### config.mk
export PLATFORM = sky130hd
export DESIGN_NAME = instruction_fetch_unit
export DESIGN_NICKNAME = d
export VERILOG_FILES = /design/src/rtl/riscv_pkg.sv /design/src/rtl/fetch_fifo.sv /design/src/rtl/instruction_fetch_unit.sv
export SDC_FILE = /design/constraint.sdc
export NUM_CORES = 1
export LEC_CHECK = 0
export ABC_CLOCK_PERIOD_IN_PS = 4100
export BUFFER_PORTS_ARGS = -buffer_cell sky130_fd_sc_hd__clkbuf_2
export CAP_MARGIN = 30
export CORE_MARGIN = 5
export CORE_UTILIZATION = 50
export CTS_BUF_LIST = sky130_fd_sc_hd__clkbuf_2
export CTS_CLUSTER_DIAMETER = 60
export CTS_CLUSTER_SIZE = 12
export DETAILED_ROUTE_END_ITERATION = 7
export GPL_ROUTABILITY_DRIVEN = 0
export PLACE_DENSITY = 0.77
export SYNTH_ARGS = -nofsm -noshare
export SYNTH_HDL_FRONTEND = slang
export SYNTH_SLANG_ARGS = --single-unit
### constraint.sdc
create_clock -name clk -period 4.1 [get_ports clk]
set_clock_uncertainty 0.2 [all_clocks]
set_input_delay 0.82 -clock clk [delete_from_list [all_inputs] [get_ports clk]]
set_output_delay 0.82 -clock clk [all_outputs]
set_load 0.01 [all_outputs]
### src/rtl/riscv_pkg.sv
// Shared types and constants for the instruction fetch path.
// Imported by fetch_fifo and instruction_fetch_unit.
package riscv_pkg;

    localparam int XLEN = 32;
    localparam logic [XLEN-1:0] INSTR_NOP = 32'h0000_0013;

    typedef struct packed {
        logic [XLEN-1:0] pc;
        logic [XLEN-1:0] instr;
    } fetch_entry_t;

    typedef enum logic {
        RUN  = 1'b0,
        HALT = 1'b1
    } ifu_state_e;

endpackage

### src/rtl/fetch_fifo.sv
// Small register-based FIFO of {pc, instr} entries with a combinational head view.
// Flush has priority over push and pop; DEPTH must be a power of two.
module fetch_fifo
    import riscv_pkg::*;
#(
    parameter int DEPTH = 2,
    localparam int PTR_W = (DEPTH > 1) ? $clog2(DEPTH) : 1,
    localparam int CNT_W = $clog2(DEPTH + 1)
) (
    input  logic             clk,
    input  logic             rst_n,
    input  logic             push,
    input  logic             pop,
    input  logic             flush,
    input  fetch_entry_t     wdata,
    output logic             full,
    output logic             empty,
    output logic [CNT_W-1:0] count,
    output fetch_entry_t     head
);

    fetch_entry_t     mem_reg [DEPTH];
    logic [PTR_W-1:0] head_reg, head_next;
    logic [PTR_W-1:0] tail_reg, tail_next;
    logic [CNT_W-1:0] count_reg, count_next;

    // Storage needs no reset: entries are only visible while count is non-zero.
    generate
        for (genvar gi = 0; gi < DEPTH; gi++) begin : g_entry
            always_ff @(posedge clk) begin
                if (push && !flush && (tail_reg == PTR_W'(gi))) begin
                    mem_reg[gi] <= wdata;
                end
            end
        end
    endgenerate

    always_comb begin
        head_next  = head_reg;
        tail_next  = tail_reg;
        count_next = count_reg;
        if (flush) begin
            head_next  = '0;
            tail_next  = '0;
            count_next = '0;
        end else begin
            if (push) tail_next = tail_reg + PTR_W'(1);
            if (pop)  head_next = head_reg + PTR_W'(1);
            count_next = count_reg + CNT_W'(push) - CNT_W'(pop);
        end
    end

    always_ff @(posedge clk or negedge rst_n) begin
        if (!rst_n) begin
            head_reg  <= '0;
            tail_reg  <= '0;
            count_reg <= '0;
        end else begin
            head_reg  <= head_next;
            tail_reg  <= tail_next;
            count_reg <= count_next;
        end
    end

    assign full  = (count_reg == CNT_W'(DEPTH));
    assign empty = (count_reg == '0);
    assign count = count_reg;
    assign head  = mem_reg[head_reg];

endmodule

### src/rtl/instruction_fetch_unit.sv
// Instruction fetch: PC, RUN/HALT control, redirect handling and the fetch queue to decode.
// Optional performance counters are enabled by defining IFU_PERF_CNT_EN.
module instruction_fetch_unit
    import riscv_pkg::*;
#(
    parameter logic [31:0] RESET_PC = 32'h0000_0000,
    parameter int          FQ_DEPTH = 2
) (
    input  logic            clk,
    input  logic            rst_n,
    output logic [XLEN-1:0] imem_addr,
    input  logic [XLEN-1:0] imem_rdata,
    input  logic            redirect_valid,
    input  logic [XLEN-1:0] redirect_pc,
    output logic            id_valid,
    input  logic            id_ready,
    output logic [XLEN-1:0] id_instr,
    output logic [XLEN-1:0] id_pc,
`ifdef IFU_PERF_CNT_EN
    output logic [31:0]     perf_fetch_cnt,
    output logic [31:0]     perf_stall_cnt,
`endif
    output logic            fetch_fault
);

    localparam int CNT_W = $clog2(FQ_DEPTH + 1);

    ifu_state_e      state_reg, state_next;
    logic [XLEN-1:0] pc_reg, pc_next;
    logic            push, pop;
    logic            fq_full, fq_empty;
    logic [CNT_W-1:0] fq_count;
    fetch_entry_t    fq_head, fq_wdata;

    assign pop      = id_valid && id_ready;
    assign push     = (state_reg == RUN) && !redirect_valid && (!fq_full || pop);
    assign fq_wdata = '{pc: pc_reg, instr: imem_rdata};

    fetch_fifo #(.DEPTH(FQ_DEPTH)) u_fetch_fifo (
        .clk   (clk),
        .rst_n (rst_n),
        .push  (push),
        .pop   (pop),
        .flush (redirect_valid),
        .wdata (fq_wdata),
        .full  (fq_full),
        .empty (fq_empty),
        .count (fq_count),
        .head  (fq_head)
    );

    // Any redirect lands on its target; alignment alone decides RUN vs HALT.
    always_comb begin
        state_next = state_reg;
        pc_next    = pc_reg;
        if (redirect_valid) begin
            pc_next    = redirect_pc;
            state_next = (redirect_pc[1:0] != 2'b00) ? HALT : RUN;
        end else if (push) begin
            pc_next = pc_reg + 32'd4;
        end
    end

    always_ff @(posedge clk or negedge rst_n) begin
        if (!rst_n) begin
            state_reg <= RUN;
            pc_reg    <= RESET_PC;
        end else begin
            state_reg <= state_next;
            pc_reg    <= pc_next;
        end
    end

`ifdef IFU_PERF_CNT_EN
    logic [31:0] perf_fetch_reg, perf_stall_reg;

    always_ff @(posedge clk or negedge rst_n) begin
        if (!rst_n) begin
            perf_fetch_reg <= '0;
            perf_stall_reg <= '0;
        end else begin
            if (push) perf_fetch_reg <= perf_fetch_reg + 32'd1;
            if ((state_reg == RUN) && !redirect_valid && !push)
                perf_stall_reg <= perf_stall_reg + 32'd1;
        end
    end

    assign perf_fetch_cnt = perf_fetch_reg;
    assign perf_stall_cnt = perf_stall_reg;
`endif

    assign imem_addr   = pc_reg;
    assign id_valid    = (fq_count != '0);
    assign id_instr    = fq_empty ? INSTR_NOP : fq_head.instr;
    assign id_pc       = fq_empty ? '0 : fq_head.pc;
    assign fetch_fault = (state_reg == HALT);

endmodule

# ---- Word level (Yosys, flattened, before mapping)
# Memories as Yosys holds them, arrays and structs flattened.
# Index checks and enable logic that the tools add are counted.
dict set report classes {
  reduce_logical 15
  n_addsub 5
  n_eq_ne 1
  n_mux 17
  n_bitwise 2
}
# operator count
set op_table {}
lappend op_table {{$mux 32} 4}
lappend op_table {{$mux 64} 1}
lappend op_table {{$reduce_or 64->1} 1}
lappend op_table {{$add 32x3->32 const B} 1}
lappend op_table {{$mux 1} 11}
lappend op_table {{$reduce_bool 2->1} 4}
lappend op_table {{$logic_and 1x1->1} 6}
lappend op_table {{$add 1x1->1 const B} 2}
lappend op_table {{$add 2x1->2} 1}
lappend op_table {{$eq 2x2->1 const B} 1}
lappend op_table {{$logic_not 1->1} 2}
lappend op_table {{$logic_not 2->1} 1}
lappend op_table {{$mux 2} 1}
lappend op_table {{$not 1->1} 2}
lappend op_table {{$sub 2x1->2} 1}
lappend op_table {{$logic_or 1x1->1} 1}
dict set report word_totals {
  ram_bits 128
  out_inout_bits 98
  elab_cells 46
  regBits 37
  in_bits 68
  mem_count 1
}
# name depth width rd rd_clocked_by_memory_dff wr line
set mem_list {}
lappend mem_list {u_fetch_fifo.mem_reg 2 64 1 0 1 fetch_fifo.sv:22} ;# fetch_entry_t mem_reg [DEPTH];

# ---- Longest topological paths before layout
# Gate-level depths: netlist of the first run.
dict set report logic_depth {
  depth_word 10
  depth_mapped 7
  ltp_nobuf 6
}

# ---- Modules after synthesis
# A second synthesis of the first run with hierarchy kept.
dict set report hier_totals {
  cells_unflattened 525
  hier_area_um2 7563.5
}
# module area_each_um2 instances cells_each seq_area_each_um2
set by_module_without_submodules {}
lappend by_module_without_submodules {fetch_fifo 5041.1 1 218 3943.8}
lappend by_module_without_submodules {instruction_fetch_unit 2522.4 1 307 825.8}

# ---- Least setup slack after synthesis of the first run
# No wires, ideal clock.
dict set report synth_timing {
  kind {in2reg}
  from {in id_ready}
  to {mem u_fetch_fifo.mem_reg[0][0] (netlist name), enable pin}
  t_arrival_ns 4.009
  t_required_ns 3.412
  path_slack_ns -0.597
  setup_ns 0.488
  n_path_buf 1
  stages 4
  path_cell_list {nor3b_2 -> nand2b_1 -> clkbuf_1 -> nor2_1}
}
dict set report synth_between {
  elab_chain_len 9
  elab_cells_between_ends 13
  cone_classes {6 x mux; 7 x reduce/logical}
}
# item line
set synth_lines {}
lappend synth_lines {{from (decl)} instruction_fetch_unit.sv:16} ;# input logic id_ready,
lappend synth_lines {{$logic_and 1x1->1 (*)} instruction_fetch_unit.sv:35} ;# assign pop = id_valid && id_ready;
lappend synth_lines {{$logic_or 1x1->1 (*)} instruction_fetch_unit.sv:36} ;# assign push = (state_reg == RUN) && !redirect_valid && (!fq_full || pop);
lappend synth_lines {{$logic_and 1x1->1 (*)} instruction_fetch_unit.sv:36}
lappend synth_lines {{$logic_and 1x1->1 (*)} fetch_fifo.sv:31} ;# if (push && !flush && (tail_reg == PTR_W'(gi))) begin
lappend synth_lines {{$logic_and 1x1->1} fetch_fifo.sv:31}
lappend synth_lines {{$mux 1} fetch_fifo.sv:31}
lappend synth_lines {{$mux 1 (implied by the code)} fetch_fifo.sv:32} ;# mem_reg[gi] <= wdata;
lappend synth_lines {{$reduce_or 64->1 (no line)} --}
lappend synth_lines {{$mux 1 (no line)} --}
lappend synth_lines {{to (decl)} fetch_fifo.sv:22}
# Mark *: on every way between the ends. The rest lies on a longest branch, timed or not.

# ---- Worst setup path after layout of the first run
dict set report layout_timing {
  from {reg u_fetch_fifo.head_reg}
  to {out id_instr[24]}
}
dict set report layout_between {
  elab_chain_len 2
}
# item line
set layout_lines {}
lappend layout_lines {{from (decl)} fetch_fifo.sv:23} ;# logic [PTR_W-1:0] head_reg, head_next;
lappend layout_lines {{from (signal assigned)} fetch_fifo.sv:59} ;# head_reg <= head_next;
lappend layout_lines {{$mem_v2 2x64} --}
lappend layout_lines {{$mux 32} instruction_fetch_unit.sv:94} ;# assign id_instr = fq_empty ? INSTR_NOP : fq_head.instr;
lappend layout_lines {{to (decl)} instruction_fetch_unit.sv:17} ;# output logic [XLEN-1:0] id_instr,
# Every way passes these cells.

==> impl_metrics.csv, run 1 <==
group,metric,value,unit
worst_setup_path,cp_data_required_time,3.08,ns
cts,postCtsResizedCells,0,
logic_synthesis,synthSimpleGateAreaFrac,11.6,%
timing,hold_viol,0,
timing,worst_slew_pin_slew,0.896,ns
route,num_vias,4679,
cts,cts_buffers,17,
worst_setup_path,cp_max_fo,48,
logic_synthesis,synth_cell_types,48,
place,dpl.hpwl,10500,um
route,drt.antenna.violating_nets,0,
timing,fmax,284,MHz
layout,syn2layout_area_growth,18.6,%
logic_synthesis,netlist_instances,489,
layout,final_cells,848,
place,portBuffers,165,
route,drt-initial-drc-count,396,
cts,clkTransAtPathRegs,0.23,ns
power,peakVddDrop,0.194,mV
cts,clock-sinks,165,
die,fp.dieArea,16100,um^2
grt,grt_use_total,19.4,%
cts,clockRootBuffer,"clkbuf_2",
route,drt-total-wl,15400,um
layout,fin_nets,729,
logic_synthesis,synth_area,6850,um^2
grt,grt_pass1_wl,24600,um
grt,grt_pass1_vias,4769,
layout,final_area,8130,um^2
cts,cts_tree,"done",
logic_synthesis,synthMuxAreaShare,9.82,%
layout,largest_reg_flops,128,
worst_setup_path,cp-end-kind,"output port",
cts,cts_setup_buffers,0,
logic_synthesis,synth.yosys.warnings,0,
cts,cts_max_path_buffers,2,
grt,antenna_found_initial,0,
grt,grt_max_degree,66,
timing,finalSetupViolCount,0,
die,die_x,127,um
logic_synthesis,synth_top_family_by_area,"simple AND/OR/NAND/NOR gates",
logic_synthesis,synth.top_cell.area_share,56.1,%
logic_synthesis,avgSynthCellArea,14.0,um^2
timing,slew-limit-headroom,40.3,%
timing,hold_slack,0.0911,ns
layout,final_util,60.9,%
layout,layout-drive-gt1-share,32.4,%
die,coreArea,13300,um^2
run,maxCapViolCount,0,
route,drcViolationCount,0,
power,power_density,379,nW/um^2
logic_synthesis,yosys-top-cells-area,"edfxtp_1 56%, dfrtp_1 14%, mux2i_1 9.5%",
place,place_ws,1.12,ns
worst_setup_path,cp-start-kind,"flop",
logic_synthesis,synth_adder_area_share,0.365,%
logic_synthesis,yosysSeqAreaShare,69.6,%
worst_setup_path,crit_arrival,2.50,ns
timing,fin_crit_sh,86.0,%
cts,cts_max_level,4,
cts,clkLatencyLatePin,0.70,ns
timing,rsz0062_at_grt,"no",
power,total_power,3.08,mW
layout,fillers,1092,
route,dr.pass1.iters,5,
logic_synthesis,syn-num-nets,559,
die,num_rows,42,
worst_setup_path,crit_type,"reg -> out",
timing,setup_tns,0,ns
place,place_area,7880,um^2
logic_synthesis,ys_seq_elements,165,
route,vias_per_cell,5.52,
cts,cts_hold_buf,1,
route,wl_per_cell,18.2,um
die,ioPinCount,166,
logic_synthesis,yosysTopAreaCell,"edfxtp_1",
timing,fin_ws,0.576,ns
timing,report.final.slew_viol_count,0,
die,die_y,127,um
die,initial_core_util,51.3,%
status,status,"completed",
timing,min_period,3.52,ns
logic_synthesis,synth-xor-area-share,0.511,%
grt,overflow,0,
place,dp.cells,814,
layout,num_antenna_cells,0,
logic_synthesis,synth_compound_area_share,6.37,%
power,leakage,3.11,nW
hold_path,hold_path.class,"in -> reg",
## worst paths after layout
kind	slack (ns)	cells past startpoint	end	start
max	0.58	4	id_instr[24]	u_fetch_fifo.head_reg
min	0.09	1	u_fetch_fifo.mem_reg[1][30]	imem_rdata[30]
max reg2reg	1.60	5	u_fetch_fifo.mem_reg[0][15]	u_fetch_fifo.count[1]
min reg2reg	0.32	0	u_fetch_fifo.mem_reg[0][32]	imem_addr[0]
max in group asynchronous	3.05	3	u_fetch_fifo.head_reg	rst_n
min in group asynchronous	0.21	2	imem_addr[7]	rst_n
## cells by family after synthesis
group	Yosys count
flops	165
fa+ha+maj	2
mux	67
buf+inv	30
simple gates	165
compound gates	56
xor+xnor	4
## layer usage
layer | share of wire, % | vias up | GRT usage [%]
met1 | 42 | 2234 | 24.9
met3 | 7.7 | 28 | 4.84
met5 | 0 | - | 0
met2 | 49 | 208 | 32.8
met4 | 1.6 | 0 | 5.43
li1 | - | 2209 | -
## cell usage after synthesis, drive strengths merged
library cell,number
a21o,1
or4,1
buf,8
a31o,3
a211o,1
a21oi,1
o211ai,9
nor4,2
o21ai,10
and4,3
nor2,76
a311oi,1
nor3,1
and2,7
edfxtp,128
nand4,13
a31oi,2
a32oi,1
nor4b,1
nor2b,2
a41o,1
ha,2
xnor2,1
nand2b,2
o31ai,1
xor2,3
nand3,15
a21boi,1
mux2i,65
o22ai,1
a221o,6
and3,5
dfrtp,37
o311a,1
o311ai,15
nor3b,3
clkbuf,15
o221ai,1
inv,7
nand2,34
mux2,2
## cells in the final DEF, fill, tap and decap left out, types with 2 or more instances in the layout
| cell type | count |
|---|---|
| dfrtp_1 | 36 |
| o211ai_1 | 9 |
| mux2_2 | 2 |
| inv_1 | 6 |
| a221o_1 | 6 |
| nor2b_1 | 2 |
| buf_4 | 7 |
| ha_1 | 2 |
| clkinv_4 | 2 |
| clkinv_1 | 2 |
| and3_1 | 5 |
| o311ai_1 | 4 |
| and2_1 | 6 |
| nand3_1 | 15 |
| nor3b_1 | 2 |
| a31oi_1 | 2 |
| o311ai_0 | 11 |
| edfxtp_1 | 128 |
| inv_6 | 5 |
| clkinvlp_4 | 3 |
| clkbuf_2 | 183 |
| xor2_1 | 3 |
| nor2_1 | 73 |
| and4_1 | 3 |
| mux2i_1 | 65 |
| a31o_2 | 3 |
| nand4_1 | 12 |
| nand2b_1 | 2 |
| nand2_1 | 34 |
| nor2_4 | 2 |
| o21ai_0 | 10 |
## worst max-delay path: stages, from the launching register on
cell      delay (ns)
dfrtp_4         1.02
buf_4           0.36
mux2i_1         0.22
nor2_1          0.06
clkbuf_2        0.13
## layout make-up
| cell class | instances | area (um^2) | area share, % |
|---|---|---|---|
| multi-input combinational | 294 | 1980 | 24.4 |
| sequential | 165 | 4770 | 58.7 |
| timing repair buffer | 174 | 908 | 11.2 |
| clock buffer | 18 | 90.1 | 1.11 |
| tap | 176 | 220 | 2.71 |
| clock inverter | 14 | 126 | 1.55 |
| inverter | 7 | 26.3 | 0.323 |
## power by group
| part | total [mW] | switching [mW] | internal [mW] |
|---|---|---|---|
| Sequential | 1.98 | 0.0927 | 1.89 |
| Combinational | 0.297 | 0.171 | 0.126 |
| Clock | 0.797 | 0.570 | 0.227 |
| Total | 3.08 | 0.834 | 2.24 |
Note: power is estimated with default switching activity, not from simulation.
==> run 2: changes to the inputs <==
--- a/config.mk
+++ b/config.mk
@@ -8,6 +8,7 @@
 export ABC_CLOCK_PERIOD_IN_PS = 4100
 export BUFFER_PORTS_ARGS = -buffer_cell sky130_fd_sc_hd__clkbuf_2
 export CAP_MARGIN = 30
+export CORE_ASPECT_RATIO = 0.5
 export CORE_MARGIN = 5
 export CORE_UTILIZATION = 50
 export CTS_BUF_LIST = sky130_fd_sc_hd__clkbuf_2
==> constraint.sdc (replaced) <==
create_clock -name clk -period 4.1 [get_ports clk]
set_clock_uncertainty 0.2 [all_clocks]
set_input_delay 0 -clock clk [delete_from_list [all_inputs] [get_ports clk]]
set_output_delay 0 -clock clk [all_outputs]
set_load 0.01 [all_outputs]
==> run 2 against run 1 <==
Compared with the run above: the run now fails in 4_1_cts; synthesized cell count is the same; synthesized area is the same.
==> impl_metrics.csv, run 2 <==
group,metric,value,unit
place,portBuffers,165,
place,dpl.hpwl,10400,um
die,die_x,176,um
logic_synthesis,synthArstFlopShare,22.4,%
logic_synthesis,yosysTopAreaCell,"edfxtp_1",
die,initial_core_util,50.8,%
logic_synthesis,netlist_instances,489,
status,firstError,"[ERROR RSZ-0060] Max buffer count reached.",
logic_synthesis,synth_area,6850,um^2
logic_synthesis,ys_seq_elements,165,
cts,cts_buffers,17,
logic_synthesis,synth.top_cell.area_share,56.1,%
logic_synthesis,syn-num-nets,559,
logic_synthesis,yosys-top-cells-area,"edfxtp_1 56%, dfrtp_1 14%, mux2i_1 9.5%",
die,num_rows,30,
cts,postCtsResizedCells,0,
cts,cts_max_level,4,
logic_synthesis,yosysSeqAreaShare,69.6,%
status,status,"aborted with a tool error",
logic_synthesis,ys.flop_type,"edfxtp_1",
cts,clock-sinks,165,
logic_synthesis,ys_top_cells_by_count,"128 x edfxtp_1, 75 x nor2_1, 65 x mux2i_1, 37 x dfrtp_1, 34 x nand2_1",
status,stop_stage,"4_1_cts",
die,die_y,92.8,um
cts,clockRootBuffer,"clkbuf_2",
logic_synthesis,synth.yosys.warnings,0,
logic_synthesis,synth_cell_types,48,
die,ioPinCount,166,
logic_synthesis,yosysMostFrequentCell,"edfxtp_1",
logic_synthesis,avgSynthCellArea,14.0,um^2
cts,cts_setup_buffers,0,
cts,cts_hold_buf,172,
logic_synthesis,synth_edf_count,128,
cts,cts_max_path_buffers,2,
==> run 2: through the flow <==
stage                     setup WS, ns  cell area [um^2]  hold slack (ns)  instances  util (%)
after detailed placement          1.64              7900         -0.00702        813      58.6
after global placement            1.70              7880          -0.0101        812      58.5
after floorplan                  0.802              6850           -0.496        489         -
==> run 2: cell families after synthesis <==
| logic type | count (synthesis) | share of synthesized area [%] |
|---|---|---|
| xor+xnor | 4 | 0.511 |
| fa+ha+maj | 2 | 0.365 |
| compound gates | 56 | 6.37 |
| mux | 67 | 9.82 |
| simple gates | 165 | 11.6 |
| flops | 165 | 69.6 |
| buf+inv | 30 | 1.70 |
==> run 3: changes to the inputs <==
==> config.mk (replaced) <==
export PLATFORM = sky130hd
export DESIGN_NAME = instruction_fetch_unit
export DESIGN_NICKNAME = d
export VERILOG_FILES = /design/src/rtl/riscv_pkg.sv /design/src/rtl/fetch_fifo.sv /design/src/rtl/instruction_fetch_unit.sv
export SDC_FILE = /design/constraint.sdc
export NUM_CORES = 1
export LEC_CHECK = 0
export ABC_CLOCK_PERIOD_IN_PS = 5300
export BUFFER_PORTS_ARGS = -buffer_cell sky130_fd_sc_hd__clkbuf_2
export CAP_MARGIN = 30
export CORE_MARGIN = 5
export CORE_UTILIZATION = 35
export DETAILED_ROUTE_END_ITERATION = 7
export GPL_ROUTABILITY_DRIVEN = 0
export PLACE_DENSITY_LB_ADDON = 0.15
export SYNTH_ARGS = -nofsm -noshare
export SYNTH_HDL_FRONTEND = slang
export SYNTH_SLANG_ARGS = --single-unit
==> constraint.sdc (replaced) <==
create_clock -name clk -period 5.3 [get_ports clk]
set_clock_uncertainty 0.2 [all_clocks]
set_input_delay 0 -clock clk [delete_from_list [all_inputs] [get_ports clk]]
set_output_delay 0 -clock clk [all_outputs]
set_load 0.01 [all_outputs]
==> run 3 against run 2 <==
Compared with the run above: the run now ends clean.
==> impl_metrics.csv, run 3 (synthesis gave the netlist of run 1 again) <==
group,metric,value,unit
timing,setup_tns,0,ns
worst_setup_path,cp_max_fo,64,
grt,grt_use_total,15.8,%
cts,cts_buffers,17,
layout,layout-drive-gt1-share,29.3,%
place,place_area,7960,um^2
route,drcViolationCount,0,
timing,hold_slack,0.107,ns
die,initial_core_util,35.3,%
cts,clkTransAtPathRegs,0.06,ns
power,power_density,323,nW/um^2
route,drt-total-wl,17500,um
die,coreArea,19400,um^2
worst_setup_path,rrSetupSlack,2.15,ns
cts,clock-sinks,165,
worst_setup_path,cp_data_required_time,5.16,ns
route,drt.antenna.violating_nets,0,
route,vias_per_cell,4.91,
worst_setup_path,cp-end-kind,"flop",
timing,fin_crit_sh,59.4,%
worst_setup_path,critical_path.endpoint,"u_fetch_fifo.mem_reg[1][11]",
timing,slew-limit-headroom,35.4,%
worst_setup_path,path_cells,"nor3b_2, nand2b_1, inv_2, and2_4",
grt,grt_pass1_vias,5020,
route,drt-initial-drc-count,265,
timing,report.final.slew_viol_count,0,
layout,final_cell_mix,"165 x clkbuf_2, 128 x edfxtp_1, 73 x nor2_1",
timing,worst_slew_pin_slew,0.969,ns
layout,num_antenna_cells,0,
worst_setup_path,cpPeakStageDelay,0.77,ns
timing,min_period,3.15,ns
layout,final_area,9210,um^2
layout,fillers,1769,
place,dpl.hpwl,11200,um
worst_setup_path,crit_slowest_cell,"nand2b_1",
route,wl_per_cell,17.5,um
layout,fin_nets,791,
power,leakage,3.50,nW
route,dr.pass1.iters,5,
worst_setup_path,r2r_cells,4,
hold_path,hold_path.class,"in -> reg",
place,portBuffers,165,
worst_setup_path,regToRegEndpoint,"u_fetch_fifo.mem_reg[1][11]",
die,die_y,150,um
timing,fmax,318,MHz
cts,clkLatencyLatePin,0.42,ns
grt,grt_pass1_wl,27100,um
die,ioPinCount,166,
worst_setup_path,crit_path_start,"u_fetch_fifo.count[1]",
worst_setup_path,crit_arrival,3.01,ns
layout,final_common_cell,"clkbuf_2",
status,status,"completed",
route,num_vias,4905,
timing,fin_ws,2.15,ns
timing,finalSetupViolCount,0,
grt,overflow,0,
grt,antenna_found_initial,0,
worst_setup_path,crit_type,"reg -> reg",
cts,clockRootBuffer,"clkbuf_16",
die,die_x,150,um
worst_setup_path,cp-start-kind,"flop",
run,maxCapViolCount,0,
grt,grt_max_degree,66,
die,num_rows,51,
place,place_ws,2.06,ns
worst_setup_path,r2r-start,"u_fetch_fifo.count[1]",
cts,cts_max_level,4,
cts,cts_max_path_buffers,2,
layout,largest_reg_flops,128,
power,peakVddDrop,0.225,mV
layout,syn2layout_area_growth,34.4,%
timing,rsz0062_at_grt,"no",
power,total_power,2.97,mW
timing,hold_viol,0,
cts,cts_tree,"done",
die,fp.dieArea,22500,um^2
==> run 3: power breakdown <==
part | total, mW | internal (mW) | switching [mW]
sequential | 1.53 | 1.46 | 0.0696
combinational | 0.274 | 0.128 | 0.146
clock | 1.16 | 0.648 | 0.516
==> run 3: metal layers <==
layer / vias to the layer above / GRT usage [%] / routed length [um]
met5: - / 0 / 0
li1: 2318 / - / -
met3: 13 / 4.12 / 1210
met2: 169 / 25.1 / 8170
met1: 2405 / 21.4 / 7970
met4: 0 / 4.16 / 145
==> run 3: per-stage QoR <==
| stage | cells | util [%] |
|---|---|---|
| global placement | 899 | 41.0 |
| finish | 999 | 47.5 |
| floorplan | 489 | - |
| CTS | 997 | 47.3 |
| global route | 999 | 47.5 |
| detailed placement | 899 | 41.0 |
==> run 3: area by class of cell <==
cell class / count / area, um^2 / share of cell area [%]
sequential: 165 / 4770 / 51.8
multi-input combinational: 294 / 1980 / 21.5
timing repair buffer: 236 / 1540 / 16.7
clock buffer: 17 / 425 / 4.62
tap: 265 / 332 / 3.60
clock inverter: 15 / 130 / 1.41
inverter: 7 / 26.3 / 0.285
==> run 3: worst min path at each step <==
stage                        start                          end  depth (start not counted)  slack, ns
floorplan                    rst_n                  fetch_fault                          0      -0.50
global placement             rst_n                 imem_addr[3]                          1     -0.008
detailed placement  imem_rdata[29]  u_fetch_fifo.mem_reg[0][29]                          1     -0.008
CTS                          rst_n                 imem_addr[9]                          2       0.08
global route        imem_rdata[11]  u_fetch_fifo.mem_reg[0][11]                          2        0.1
finish              imem_rdata[30]  u_fetch_fifo.mem_reg[1][30]                          2       0.11
==> run 3: repair_timing <==
action | in CTS | in global routing
endpoints found under the hold margin | 137 | 7
hold buffers | 66 | 1
resized for setup | 0 | 0
setup buffers | 0 | 0
==> run 3: critical path, delay by kind of cell (launching register included) <==
kind / cells / cell delay [ns]
AND/OR/NAND/NOR: 3 / 1.79
buffers and inverters: 1 / 0.33
flip-flops: 1 / 0.42
